===== config.mk =====
export PLATFORM = sky130hd
export DESIGN_NAME = reg_bus_master
export DESIGN_NICKNAME = d
export VERILOG_FILES = /design/src/rtl/reg_bus_master.sv
export SDC_FILE = /design/constraint.sdc
export NUM_CORES = 1
export LEC_CHECK = 0
export ABC_CLOCK_PERIOD_IN_PS = 2240
export BUFFER_PORTS_ARGS = -buffer_cell sky130_fd_sc_hd__buf_2
export CAP_MARGIN = 20
export CELL_PAD_IN_SITES_DETAIL_PLACEMENT = 1
export CELL_PAD_IN_SITES_GLOBAL_PLACEMENT = 1
export CORE_ASPECT_RATIO = 1.75
export CORE_MARGIN = 4
export CORE_UTILIZATION = 39
export CTS_CLUSTER_SIZE = 24
export DETAILED_ROUTE_END_ITERATION = 6
export GPL_TIMING_DRIVEN = 1
export PLACE_DENSITY_LB_ADDON = 0.1
export SLEW_MARGIN = 0
export SYNTH_ARGS = -nofsm -noshare
export SYNTH_HDL_FRONTEND = slang
export SYNTH_SLANG_ARGS = --single-unit
export TNS_END_PERCENT = 10

===== constraint.sdc =====
create_clock -name clk -period 2.24 [get_ports clk]
set_input_delay 0.112 -clock clk [delete_from_list [all_inputs] [get_ports clk]]
set_output_delay 0.112 -clock clk [all_outputs]
set_load 0.02 [all_outputs]

===== src/rtl/reg_bus_master.sv =====
// Register-bus initiator: turns single write/read/poll commands into
// wen/ren strobes on the register bus and returns one response per command.
module reg_bus_master #(
  parameter int ADDR_WIDTH = 8,
  parameter int DATA_WIDTH = 32,
  parameter int POLL_MAX   = 16,
  parameter int POLL_GAP   = 4
) (
  input  logic                  clk,
  input  logic                  reset_n,
  input  logic                  cmd_valid,
  output logic                  cmd_ready,
  input  logic [1:0]            cmd_op,
  input  logic [ADDR_WIDTH-1:0] cmd_addr,
  input  logic [DATA_WIDTH-1:0] cmd_wdata,
  input  logic [DATA_WIDTH-1:0] cmd_mask,
  output logic                  rsp_valid,
  input  logic                  rsp_ready,
  output logic [DATA_WIDTH-1:0] rsp_rdata,
  output logic                  rsp_err,
  output logic [ADDR_WIDTH-1:0] bus_addr,
  output logic [DATA_WIDTH-1:0] bus_wdata,
  output logic                  bus_wen,
  output logic                  bus_ren,
  input  logic [DATA_WIDTH-1:0] bus_rdata
);

  localparam int CNT_W = $clog2(POLL_MAX + 1);
  localparam int GAP_W = (POLL_GAP > 1) ? $clog2(POLL_GAP) : 1;
  localparam logic [CNT_W-1:0] ATT_LAST = CNT_W'(POLL_MAX);
  localparam logic [GAP_W-1:0] GAP_LAST = GAP_W'(POLL_GAP - 1);

  localparam logic [1:0] OP_WR   = 2'b00;
  localparam logic [1:0] OP_RD   = 2'b01;
  localparam logic [1:0] OP_POLL = 2'b10;

  typedef enum logic [2:0] {IDLE, WR, RD, GAP, RESP} state_e;

  state_e                  state_q, state_d;
  logic [1:0]              op_q, op_d;
  logic [DATA_WIDTH-1:0]   mask_q, mask_d;
  logic [CNT_W-1:0]        attempt_q, attempt_d;
  logic [GAP_W-1:0]        gap_q, gap_d;
  logic                    cmd_ready_q, cmd_ready_d;
  logic                    rsp_valid_q, rsp_valid_d;
  logic [DATA_WIDTH-1:0]   rsp_rdata_q, rsp_rdata_d;
  logic                    rsp_err_q, rsp_err_d;
  logic [ADDR_WIDTH-1:0]   bus_addr_q, bus_addr_d;
  logic [DATA_WIDTH-1:0]   bus_wdata_q, bus_wdata_d;
  logic                    bus_wen_q, bus_wen_d;
  logic                    bus_ren_q, bus_ren_d;
  logic                    poll_match;

  // bus_wdata_q doubles as the expected poll value latched at accept
  assign poll_match = ((bus_rdata & mask_q) == (bus_wdata_q & mask_q));

  assign cmd_ready = cmd_ready_q;
  assign rsp_valid = rsp_valid_q;
  assign rsp_rdata = rsp_rdata_q;
  assign rsp_err   = rsp_err_q;
  assign bus_addr  = bus_addr_q;
  assign bus_wdata = bus_wdata_q;
  assign bus_wen   = bus_wen_q;
  assign bus_ren   = bus_ren_q;

  // State and registered outputs; reset aborts any command in flight
  always_ff @(posedge clk or negedge reset_n) begin
    if (!reset_n) begin
      state_q     <= IDLE;
      op_q        <= OP_WR;
      mask_q      <= '0;
      attempt_q   <= '0;
      gap_q       <= '0;
      cmd_ready_q <= 1'b0;
      rsp_valid_q <= 1'b0;
      rsp_rdata_q <= '0;
      rsp_err_q   <= 1'b0;
      bus_addr_q  <= '0;
      bus_wdata_q <= '0;
      bus_wen_q   <= 1'b0;
      bus_ren_q   <= 1'b0;
    end else begin
      state_q     <= state_d;
      op_q        <= op_d;
      mask_q      <= mask_d;
      attempt_q   <= attempt_d;
      gap_q       <= gap_d;
      cmd_ready_q <= cmd_ready_d;
      rsp_valid_q <= rsp_valid_d;
      rsp_rdata_q <= rsp_rdata_d;
      rsp_err_q   <= rsp_err_d;
      bus_addr_q  <= bus_addr_d;
      bus_wdata_q <= bus_wdata_d;
      bus_wen_q   <= bus_wen_d;
      bus_ren_q   <= bus_ren_d;
    end
  end

  // Next-state and next-output logic; strobes default low so each lasts one cycle
  always_comb begin
    state_d     = state_q;
    op_d        = op_q;
    mask_d      = mask_q;
    attempt_d   = attempt_q;
    gap_d       = gap_q;
    cmd_ready_d = cmd_ready_q;
    rsp_valid_d = rsp_valid_q;
    rsp_rdata_d = rsp_rdata_q;
    rsp_err_d   = rsp_err_q;
    bus_addr_d  = bus_addr_q;
    bus_wdata_d = bus_wdata_q;
    bus_wen_d   = 1'b0;
    bus_ren_d   = 1'b0;

    case (state_q)
      IDLE: begin
        cmd_ready_d = 1'b1;
        if (cmd_valid && cmd_ready_q) begin
          cmd_ready_d = 1'b0;
          op_d        = cmd_op;
          mask_d      = cmd_mask;
          bus_addr_d  = cmd_addr;
          bus_wdata_d = cmd_wdata;
          attempt_d   = '0;
          case (cmd_op)
            OP_WR: begin
              state_d   = WR;
              bus_wen_d = 1'b1;
            end
            OP_RD: begin
              state_d   = RD;
              bus_ren_d = 1'b1;
            end
            OP_POLL: begin
              state_d   = RD;
              bus_ren_d = 1'b1;
              attempt_d = CNT_W'(1);
            end
            default: begin
              state_d     = RESP;
              rsp_valid_d = 1'b1;
              rsp_err_d   = 1'b1;
              rsp_rdata_d = '0;
            end
          endcase
        end
      end
      WR: begin
        state_d     = RESP;
        rsp_valid_d = 1'b1;
        rsp_rdata_d = '0;
        rsp_err_d   = 1'b0;
      end
      RD: begin
        if (op_q == OP_POLL && !poll_match) begin
          if (attempt_q == ATT_LAST) begin
            state_d     = RESP;
            rsp_valid_d = 1'b1;
            rsp_rdata_d = bus_rdata;
            rsp_err_d   = 1'b1;
          end else begin
            state_d = GAP;
            gap_d   = '0;
          end
        end else begin
          state_d     = RESP;
          rsp_valid_d = 1'b1;
          rsp_rdata_d = bus_rdata;
          rsp_err_d   = 1'b0;
        end
      end
      GAP: begin
        if (gap_q == GAP_LAST) begin
          state_d   = RD;
          bus_ren_d = 1'b1;
          attempt_d = attempt_q + CNT_W'(1);
          gap_d     = '0;
        end else begin
          gap_d = gap_q + GAP_W'(1);
        end
      end
      RESP: begin
        if (rsp_valid_q && rsp_ready) begin
          state_d     = IDLE;
          rsp_valid_d = 1'b0;
          cmd_ready_d = 1'b1;
        end
      end
      default: state_d = IDLE;
    endcase
  end

endmodule


==> flow_metrics.tcl <==
set metrics [dict create \
    power.share.switching_pct 36.7 \
    drt-initial-drc-count 135 \
    dp_hpwl_um 11600 \
    crit_family "compound AO/OA/AOI/OAI gates" \
    numCtsBuffers 17 \
    cts_tree "built" \
    tightest_slew_ps 635 \
    grt_pass1_wl_um 28500 \
    drive_gt1_share_pct 45.0 \
    stdcell_count 867 \
    peakVddDrop_uv 669 \
    fill_cells 1346 \
    num_rows 55 \
    worstHoldPathType "in -> reg" \
    dieArea_mm2 0.0154 \
    arrival_ps 2450 \
    mostFrequentLayoutCell "buf_2" \
    port_buffers 186 \
    areaGrowthSynthToFinish_pct 56.0 \
    hold_slack_ps 23.8 \
    synth-simple-area-share_pct 4.30 \
    critPathMaxFanout 20 \
    avgSynthCellArea_um2 14.0 \
    start_util_pct 40.1 \
    path_cells "xor2_1, a22oi_1, buf_4, nand4_1, nor4_4, buf_4, o21ai_4, buf_12, a22o_1" \
    place_area_mm2 0.00646 \
    fmax_mhz 464 \
    h-tree-depth 4 \
    crit_buf_inv 3 \
    setup_tns_ps 0 \
    cpPeakStageDelay_ps 410 \
    fin_crit_sh_pct 96.2 \
    grt.overflow.total 0 \
    muxShareOfSynthArea_pct 16.3 \
    final.min_clock_period_ps 2160 \
    outcome "finished clean" \
    die_height_um 161 \
    clock_power_share_pct 25.9 \
    synth.largest_area_cell "dfrtp_1" \
    dp_cells 727 \
    clk_latency_ps 410 \
    intPower_w 0.00730 \
    wl_per_cell_um 21.0 \
    maxSlewViolCount 0 \
    ant_nets 0 \
    cap_violations 0 \
    top_layer "met4" \
    synth_seq_cells 121 \
    die_w_um 95.6 \
    vias_per_cell 5.03 \
    post_cts.repair.setup_buffers 0 \
    yosysWarnings 0 \
    cp-start-kind "register" \
    cts_sinks 121 \
    cts.root.buffer_cell "clkbuf_16" \
    pin_count 187 \
    p_sw_w 0.00424 \
    finalWirelength_um 18200 \
    routabilityCongestion 0.797 \
    netlist_top_cells_area "dfrtp_1 (58%), mux2_2 (16%), xor2_1 (5.8%), a22o_1 (5.0%), a22oi_1 (2.3%)" \
    syn-cell-area_mm2 0.00524 \
    p_per_area_mw_per_mm2 1410 \
    synth_top_family_by_area "multiplexers" \
    mostFrequentLayoutCells "buf_2 (185), dfrtp_1 (121), dlygate4sd3_1 (107)" \
    m1WireLength_um 6020 \
    wl_met3_um 968 \
    yosys.cell_types.count 40 \
    skew_ps 7.40 \
    final_hold_viol_count 0 \
    core_mm2 0.0131 \
    synth_fa_ha_area_share_pct 1.91 \
    yosysSeqAreaShare_pct 57.8 \
    drc 0 \
    regArea_mm2 0.00303 \
    synth-compound-area-share_pct 10.7 \
    antenna_found_initial 1 \
    critPathMostFrequentCell "buf_4" \
    grt_usage_pct 24.6 \
    synth_top_area_share_pct 57.8 \
    maxSlewHeadroom_pct 57.4 \
    slowest_stage "dfrtp_1" \
    multi_input_area_mm2 0.00206 \
    path_class "reg -> reg" \
    path_clk_slew_ps 60 \
    final_area_mm2 0.00818 \
    fin_nets 800 \
    dr_total_vias 4362 \
    rsz0062_at_grt "no" \
    synth_xor_area_share_pct 5.85 \
    syn_nets 493 \
    cp-end-kind "register" \
    comb_power_share_pct 39.5 \
    finalSetupViolCount 0 \
    pwr-share-seq_pct 34.6 \
    grt_max_degree 68 \
    grt_pass1_vias 5168 \
    wl_met2_um 10800 \
    p_leak_nw 3.96 \
    crit_required_ps 2530 \
    dr.pass1.iters 4 \
    finalCoreUtilization_pct 62.5 \
    synth_cells 375 \
    cts_buffer_depth 2 \
]
==> cell type report <==
cell class | count | share of cell area (%)
multi-input cells | 230 | 25.2
well taps | 171 | 2.62
clock inverters | 13 | 2.45
flip-flops and latches | 121 | 37.0
diodes | 1 | 0.0306
inverters | 5 | 0.230
repair buffers | 307 | 27.0
clock buffers | 19 | 5.42
==> stage by stage <==
step / worst slack, ps / total power (W)
2_1_floorplan: 273 / 0.00666
3_3_place_gp: 132 / 0.00822
3_5_place_dp: 120 / 0.00835
4_1_cts: 101 / 0.0116
5_1_grt: 10.6 / 0.0121
6_report: 84.4 / 0.0115
==> cell families (layout without fill, tap and decap cells) <==
logic type / Yosys count / in the layout
compound gates: 70 / 70
xor+xnor: 35 / 35
fa+ha+maj: 8 / 8
buf+inv: 24 / 344
flops: 121 / 121
mux: 76 / 76
other cells: 0 / 1
simple gates: 41 / 41
==> registers in the layout (all words and copies together), names as in the netlist <==
signal / count
op_q: 2
state_q: 3
rsp_rdata: 32
attempt_q: 5
bus_addr: 8
bus_ren: 1
rsp_valid: 1
bus_wen: 1
rsp_err: 1
cmd_ready: 1
bus_wdata: 32
mask_q: 32
gap_q: 2
==> layer usage <==
| metal | track usage, % | up-vias |
|---|---|---|
| met4 | 8.03 | 0 |
| li1 | - | 1972 |
| met1 | 24.6 | 2222 |
| met3 | 6.24 | 27 |
| met2 | 47.2 | 141 |
| met5 | 0 | - |
==> cell usage after synthesis <==
cell type / number
dfrtp_1: 121
mux2_2: 75
xor2_1: 35
a22o_1: 30
a22oi_1: 16
nor2_1: 11
nand2_1: 9
buf_2: 8
ha_1: 8
nand4_1: 6
a21oi_1: 5
inv_1: 5
buf_6: 4
nand2b_1: 4
o21ai_0: 4
a22o_2: 3
buf_8: 3
clkbuf_1: 3
a211oi_1: 2
and3_1: 2
nand3_1: 2
a21o_1: 1
a311oi_1: 1
a31oi_1: 1
and2_1: 1
and4_1: 1
buf_4: 1
mux2i_1: 1
nor2b_1: 1
nor3_1: 1
nor3b_1: 1
nor4_4: 1
nor4bb_1: 1
o21ai_1: 1
o21ai_2: 1
o21bai_1: 1
o22a_1: 1
o31a_1: 1
o31a_4: 1
o31ai_1: 1
==> power groups by stage <==
stage,Combinational [W],Clock (W),Sequential [W]
2_1_floorplan,0.00203,0,0.00463
3_3_place_gp,0.00430,0,0.00392
3_5_place_dp,0.00439,0,0.00397
4_1_cts,0.00456,0.00304,0.00396
5_1_grt,0.00489,0.00314,0.00411
6_report,0.00456,0.00299,0.00399
==> final timing paths <==
path                                from            to  slack (ps)  depth (start not counted)
max reg2reg                bus_wdata[24]  rsp_rdata[9]          80                          9
min in group asynchronous        reset_n     rsp_valid         220                          2
max                        bus_wdata[24]  rsp_rdata[9]          80                          9
min reg2reg                 rsp_rdata[3]  rsp_rdata[3]         490                          1
max in group asynchronous        reset_n    mask_q[13]        1280                          3
min                            cmd_op[1]       op_q[1]          20                          2
==> timing repair <==
item,CTS,global route
hold endpoints to repair,142,0
hold buffers,107,0
resized for setup,0,0
No activity file was read; power rests on OpenSTA's default activity.
